<file path="src/rtl/tlk2711_pkg.sv">
// Shared definitions for the TLK2711 transmit path: mode encodings, scheduler
// state encodings and the packet-count helper.
package tlk2711_pkg;

  localparam logic [3:0] MODE_NORM  = 4'd0;
  localparam logic [3:0] MODE_LOOP  = 4'd1;
  localparam logic [3:0] MODE_KCODE = 4'd2;

  localparam logic [2:0] S_IDLE  = 3'd0;
  localparam logic [2:0] S_CHECK = 3'd1;
  localparam logic [2:0] S_ISSUE = 3'd2;
  localparam logic [2:0] S_DRAIN = 3'd3;
  localparam logic [2:0] S_DONE  = 3'd4;

  typedef enum logic [2:0] {
    ST_IDLE  = S_IDLE,
    ST_CHECK = S_CHECK,
    ST_ISSUE = S_ISSUE,
    ST_DRAIN = S_DRAIN,
    ST_DONE  = S_DONE
  } state_e;

  // Body packets plus one optional tail packet.
  function automatic logic [16:0] pkt_count(input logic [15:0] num,
                                            input logic [15:0] tail);
    return {1'b0, num} + {16'd0, (tail != '0)};
  endfunction

endpackage

</file>
<file path="src/rtl/tlk2711_pkt_addr_gen.sv">
// Running per-packet address/length/last generator. Load primes packet 0,
// advance steps to the next packet on each accepted command.
module tlk2711_pkt_addr_gen
  import tlk2711_pkg::*;
#(
  parameter int unsigned ADDR_WIDTH = 32
) (
  input  logic                  clk,
  input  logic                  rst,
  input  logic                  load,
  input  logic                  advance,
  input  logic [ADDR_WIDTH-1:0] base,
  input  logic [15:0]           body,
  input  logic [15:0]           num,
  input  logic [15:0]           tail,
  output logic [ADDR_WIDTH-1:0] addr,
  output logic [15:0]           len,
  output logic                  last
);

  logic [16:0] idx;
  logic [16:0] idx_nxt;
  logic [16:0] n_pkts;

  assign n_pkts  = pkt_count(num, tail);
  assign idx_nxt = idx + 17'd1;

  always_ff @(posedge clk) begin
    if (rst) begin
      idx  <= '0;
      addr <= '0;
      len  <= '0;
      last <= 1'b0;
    end else if (load) begin
      idx  <= '0;
      addr <= base;
      len  <= (num != '0) ? body : tail;
      last <= (n_pkts == 17'd1);
    end else if (advance) begin
      // Outputs describe the packet that will be offered next.
      idx  <= idx_nxt;
      addr <= addr + ADDR_WIDTH'(body);
      len  <= (idx_nxt < {1'b0, num}) ? body : tail;
      last <= ((idx_nxt + 17'd1) == n_pkts);
    end
  end

endmodule

</file>
<file path="src/rtl/tlk2711_tx_sched.sv">
// TLK2711 transmit scheduler: validates the TX config, issues per-packet DDR
// read commands with an outstanding limit and pulses the completion interrupt.
module tlk2711_tx_sched
  import tlk2711_pkg::*;
#(
  parameter int unsigned ADDR_WIDTH      = 32,
  parameter int unsigned MAX_OUTSTANDING = 4
) (
  input  logic                  clk,
  input  logic                  rst,
  input  logic [ADDR_WIDTH-1:0] i_tx_base_addr,
  input  logic [31:0]           i_tx_total_packet,
  input  logic [15:0]           i_tx_packet_body,
  input  logic [15:0]           i_tx_body_num,
  input  logic [15:0]           i_tx_packet_tail,
  input  logic [3:0]            i_tx_mode,
  input  logic                  i_tx_config_done,
  output logic                  o_cmd_valid,
  input  logic                  i_cmd_ready,
  output logic [ADDR_WIDTH-1:0] o_cmd_addr,
  output logic [15:0]           o_cmd_len,
  output logic                  o_cmd_last,
  input  logic                  i_pkt_done,
  output logic [3:0]            o_tx_mode,
  output logic                  o_kcode_en,
  output logic                  o_busy,
  output logic                  o_cfg_err,
  output logic                  o_tx_interrupt
);

  localparam int unsigned     OW      = $clog2(MAX_OUTSTANDING) + 1;
  localparam logic [OW-1:0]   MAX_OUT = OW'(MAX_OUTSTANDING);

  state_e                state;
  logic [ADDR_WIDTH-1:0] cfg_base;
  logic [31:0]           cfg_total;
  logic [15:0]           cfg_body;
  logic [15:0]           cfg_num;
  logic [15:0]           cfg_tail;
  logic [3:0]            cfg_mode;
  logic [16:0]           n_pkts;
  logic [16:0]           issued;
  logic [16:0]           completed;
  logic [OW-1:0]         outstanding;
  logic [33:0]           expect_total;
  logic                  accept;
  logic                  done_ok;

  assign n_pkts       = pkt_count(cfg_num, cfg_tail);
  assign expect_total = 34'(cfg_body) * 34'(cfg_num) + 34'(cfg_tail);

  assign o_cmd_valid = (state == ST_ISSUE) && (issued < n_pkts) && (outstanding < MAX_OUT);
  assign accept      = o_cmd_valid & i_cmd_ready;
  assign done_ok     = i_pkt_done && (outstanding != '0);
  assign o_busy      = (state != ST_IDLE);
  assign o_tx_mode   = cfg_mode;

  tlk2711_pkt_addr_gen #(
    .ADDR_WIDTH (ADDR_WIDTH)
  ) u_addr_gen (
    .clk     (clk),
    .rst     (rst),
    .load    (state == ST_CHECK),
    .advance (accept),
    .base    (cfg_base),
    .body    (cfg_body),
    .num     (cfg_num),
    .tail    (cfg_tail),
    .addr    (o_cmd_addr),
    .len     (o_cmd_len),
    .last    (o_cmd_last)
  );

  always_ff @(posedge clk) begin
    if (rst) begin
      state          <= ST_IDLE;
      cfg_base       <= '0;
      cfg_total      <= '0;
      cfg_body       <= '0;
      cfg_num        <= '0;
      cfg_tail       <= '0;
      cfg_mode       <= '0;
      issued         <= '0;
      completed      <= '0;
      outstanding    <= '0;
      o_kcode_en     <= 1'b0;
      o_cfg_err      <= 1'b0;
      o_tx_interrupt <= 1'b0;
    end else begin
      o_tx_interrupt <= 1'b0;
      if (accept)  issued    <= issued + 17'd1;
      if (done_ok) completed <= completed + 17'd1;
      if (accept != done_ok)
        outstanding <= accept ? outstanding + OW'(1) : outstanding - OW'(1);

      case (state)
        ST_IDLE: begin
          if (i_tx_config_done) begin
            cfg_base   <= i_tx_base_addr;
            cfg_total  <= i_tx_total_packet;
            cfg_body   <= i_tx_packet_body;
            cfg_num    <= i_tx_body_num;
            cfg_tail   <= i_tx_packet_tail;
            cfg_mode   <= i_tx_mode;
            o_cfg_err  <= 1'b0;
            o_kcode_en <= 1'b0;
            issued     <= '0;
            completed  <= '0;
            state      <= ST_CHECK;
          end
        end
        ST_CHECK: begin
          if ((expect_total != {2'b00, cfg_total}) || (cfg_mode > MODE_KCODE)) begin
            o_cfg_err <= 1'b1;
            state     <= ST_IDLE;
          end else if (cfg_mode == MODE_KCODE) begin
            o_kcode_en <= 1'b1;
            state      <= ST_IDLE;
          end else if (n_pkts == '0) begin
            state <= ST_DONE;
          end else begin
            state <= ST_ISSUE;
          end
        end
        ST_ISSUE: begin
          if (accept && ((issued + 17'd1) == n_pkts)) state <= ST_DRAIN;
        end
        ST_DRAIN: begin
          // Count this cycle's completion so the interrupt lands two cycles later.
          if ((completed + 17'(done_ok)) == n_pkts) state <= ST_DONE;
        end
        ST_DONE: begin
          o_tx_interrupt <= 1'b1;
          state          <= ST_IDLE;
        end
        default: state <= ST_IDLE;
      endcase

      if (i_tx_config_done && (state != ST_IDLE)) o_cfg_err <= 1'b1;
    end
  end

endmodule

</file>
<file path="config.mk">
export PLATFORM = sky130hd
export DESIGN_NAME = tlk2711_tx_sched
export DESIGN_NICKNAME = d
export VERILOG_FILES = /design/src/rtl/tlk2711_pkg.sv /design/src/rtl/tlk2711_pkt_addr_gen.sv /design/src/rtl/tlk2711_tx_sched.sv
export SDC_FILE = /design/constraint.sdc
export NUM_CORES = 1
export LEC_CHECK = 0
export ABC_AREA = 1
export CAP_MARGIN = 5
export CORE_MARGIN = 2
export CORE_UTILIZATION = 56
export CTS_CLUSTER_DIAMETER = 100
export DETAILED_ROUTE_END_ITERATION = 7
export PLACE_DENSITY = 0.84
export SLEW_MARGIN = 20
export SYNTH_ARGS = -nofsm -noshare
export SYNTH_HDL_FRONTEND = slang
export SYNTH_SLANG_ARGS = --single-unit
</file>
<file path="constraint.sdc">
create_clock -name clk -period 12.6 [get_ports clk]
set_input_delay 3.78 -clock clk [delete_from_list [all_inputs] [get_ports clk]]
set_output_delay 3.78 -clock clk [all_outputs]
set_load 0.01 [all_outputs]
</file>
==> run metrics <==
TritonCTS clock tree done; gpl congestion 1.01; Worst-path clk slew 0.06 ns; asr flop ratio synth 0%; routed len/inst 17.7 µm; synthesis-stage register bit count 225; CP required 8.82 ns; outcome complete, no violations; yosys warns 0; Syn Inst Count 3341; DR iter-0 viols 2380; clock skew 0.0256 ns; CP Data Arrival Time 4.66 ns; I/O pin count 179; worst vdd ir 93.9 µV; FF-to-FF setup slack 5.34 ns; die area 43000 µm²; IO buf count 178; post-CTS sizing 0; Final Slew Violations 0; crit path kind reg2out; hold buffers post-CTS 0; PD cells 103 nW/µm²; GRT Overall Usage 32.6%; postcts setup bufs 0; Setup crit start kind flip-flop; DPL Wire Length 54700 µm; Final ANT Viol Nets 0; Die X-Extent 207 µm; initial antenna violation count 1; Worst-Margin Slew 1.09 ns; final number of hold-violating endpoints 0; Die Ht 207 µm; Hold Path Class reg2reg; Leak 11.7 nW; max capacitance violation total 0; setup violators final 0; Post-synth EDFFs 0; first-pass GRT wire length 113000 µm; core box area 40800 µm²; Post-synth top flop dfxtp_1; Via density 5.67; DRT Wirelength 70300 µm; pin count of the biggest net entering global routing 89; gr ovfl total 0; setup repair after global routing missed its margin false; Synth-to-Final Area Change 12.9%; clock buffer count from CTS 27; period utilisation layout 67.0%; sequential-to-total area share from yosys stat 19.4%; DRC 0; net count after synthesis 3841; Synth cell types 48; Syn Std Cell Area 23200 µm²; drt pass-1 iters 7; initial core utilization 56.7%; clk root buf clkbuf_16; number of cell rows 74; Vias 22.5k; htree depth 1; worst-path fanout max 20; Fmax 119 MHz; NumNets Final 3921; # diodes 0; clock buffer depth 3; worst rel slew slack 26.9%; clk_lat worst skew 0.57 ns; vias in the first global route 21.4k; Period minus WS final 8.44 ns; clock sink count 225; share of layout cells above drive strength 1 4.01%; Hold Slack 0.458 ns; Setup crit end kind primary output; Setup TNS 0 ns; syn avg cell area 6.93 µm²
-- state kept, by name, summed over array words and instances, names as in the netlist, 17 cells and up --
name and flops:
u_addr_gen.addr 32, completed 17, cfg_base 32, u_addr_gen.idx 17
cfg_total 32, issued 17
-- layer usage --
metal | vias up | wire, µm | GRT usage (%) | share of wire (%)
met1 | 10400 | 29200 | 46.1 | 42
li1 | 10700 | - | - | -
met4 | 2 | 3130 | 13.0 | 4.5
met5 | - | 20 | 0 | 0.028
met2 | 1179 | 30000 | 49.3 | 43
met3 | 185 | 7900 | 5.90 | 11
-- final cells by class --
type                    count  area (µm²)
flip-flops and latches    225        4500
inverters                 535        2010
multi-input cells        2429       16100
fillers                  3468       14700
repair buffers            203        1960
clock buffers              36         739
clock inverters            14         198
well taps                 532         666
-- power by group --
part / leakage [nW] / total [W] / switching [W] / internal, W
sequential: 1.84 / 0.000825 / 0.0000726 / 0.000753
clock: 0.456 / 0.000828 / 0.000330 / 0.000498
combinational: 9.36 / 0.00104 / 0.000637 / 0.000405
total: 11.7 / 0.00270 / 0.00104 / 0.00166
-- cell families after synthesis --
group / synth area share (%)
xor+xnor: 3.50
simple gates: 26.0
fa+ha+maj: 27.4
buf+inv: 11.3
compound gates: 12.4
flops: 19.4
-- final timing paths --
kind / start / end / cells past startpoint
hold / removal: o_kcode_en / o_kcode_en / 2
setup / recovery: cfg_num[0] / o_cmd_valid / 16
setup reg to reg: cfg_body[10] / state[1] / 26
hold reg to reg: o_kcode_en / o_kcode_en / 2
-- synthesized netlist by cell type, drive strengths merged (7+ instances only) --
cell | instances | area share [%]
buf | 30 | 0.61
nand3 | 212 | 4.7
nand3b | 10 | 0.32
xor2 | 55 | 2.3
nand2 | 847 | 14
nor3 | 43 | 1.0
o21bai | 7 | 0.23
nor4 | 13 | 0.38
nor2 | 232 | 4.1
inv | 534 | 8.7
o21ai | 205 | 4.4
xnor2 | 32 | 1.2
a21oi | 280 | 6.1
fa | 213 | 18
dfxtp | 225 | 19
clkbuf | 122 | 2.0
nand4 | 49 | 1.3
ha | 166 | 9.0
a31oi | 27 | 0.73
-- cell usage in the layout (no fill, tap or decap), types with 5 or more instances in the layout --
| cell type | instances |
|---|---|
| a211oi_1 | 6 |
| a21oi_1 | 280 |
| a31oi_1 | 27 |
| buf_4 | 25 |
| clkbuf_1 | 6 |
| clkbuf_16 | 27 |
| clkdlybuf4s50_1 | 176 |
| clkinv_2 | 5 |
| dfxtp_1 | 225 |
| fa_1 | 213 |
| ha_1 | 166 |
| inv_1 | 523 |
| inv_2 | 11 |
| nand2_1 | 836 |
| nand2_2 | 9 |
| nand3_1 | 204 |
| nand3_2 | 7 |
| nand3b_1 | 10 |
| nand4_1 | 49 |
| nor2_1 | 212 |
| nor2_2 | 12 |
| nor2_4 | 7 |
| nor3_1 | 39 |
| nor4_1 | 12 |
| o21ai_0 | 189 |
| o21ai_1 | 15 |
| o21bai_1 | 7 |
| or2_2 | 6 |
| xnor2_1 | 32 |
| xor2_1 | 50 |
-- critical path, cell delays in order (launching register included) --
cell and delay, ns:
dfxtp_1 0.80, ha_1 0.36, ha_1 0.24, nand2_1 0.09, nor2_2 0.22, nand3_1 0.16, xor2_1 0.48, inv_1 0.13
ha_1 0.31, a21oi_1 0.16, nor2_1 0.05, nor2_1 0.09, nand2_1 0.06, nand2_1 0.06, nand3_1 0.14, nor3_1 0.16
clkdlybuf4s50_1 0.56
-- stage by stage --
stage / utilization [%] / area, µm² / total power [W] / cells / setup WS, ns
after floorplan: - / 23200 / 0.00153 / 3341 / 6.04
after global placement: 61.8 / 25200 / 0.00183 / 3924 / 4.98
after detailed placement: 61.8 / 25200 / 0.00185 / 3924 / 4.83
after CTS: 64.0 / 26200 / 0.00268 / 3974 / 4.24
after global routing: 64.0 / 26200 / 0.00287 / 3974 / 3.79
final: 64.0 / 26200 / 0.00270 / 3974 / 4.16
(Power assumes the default switching activity.)
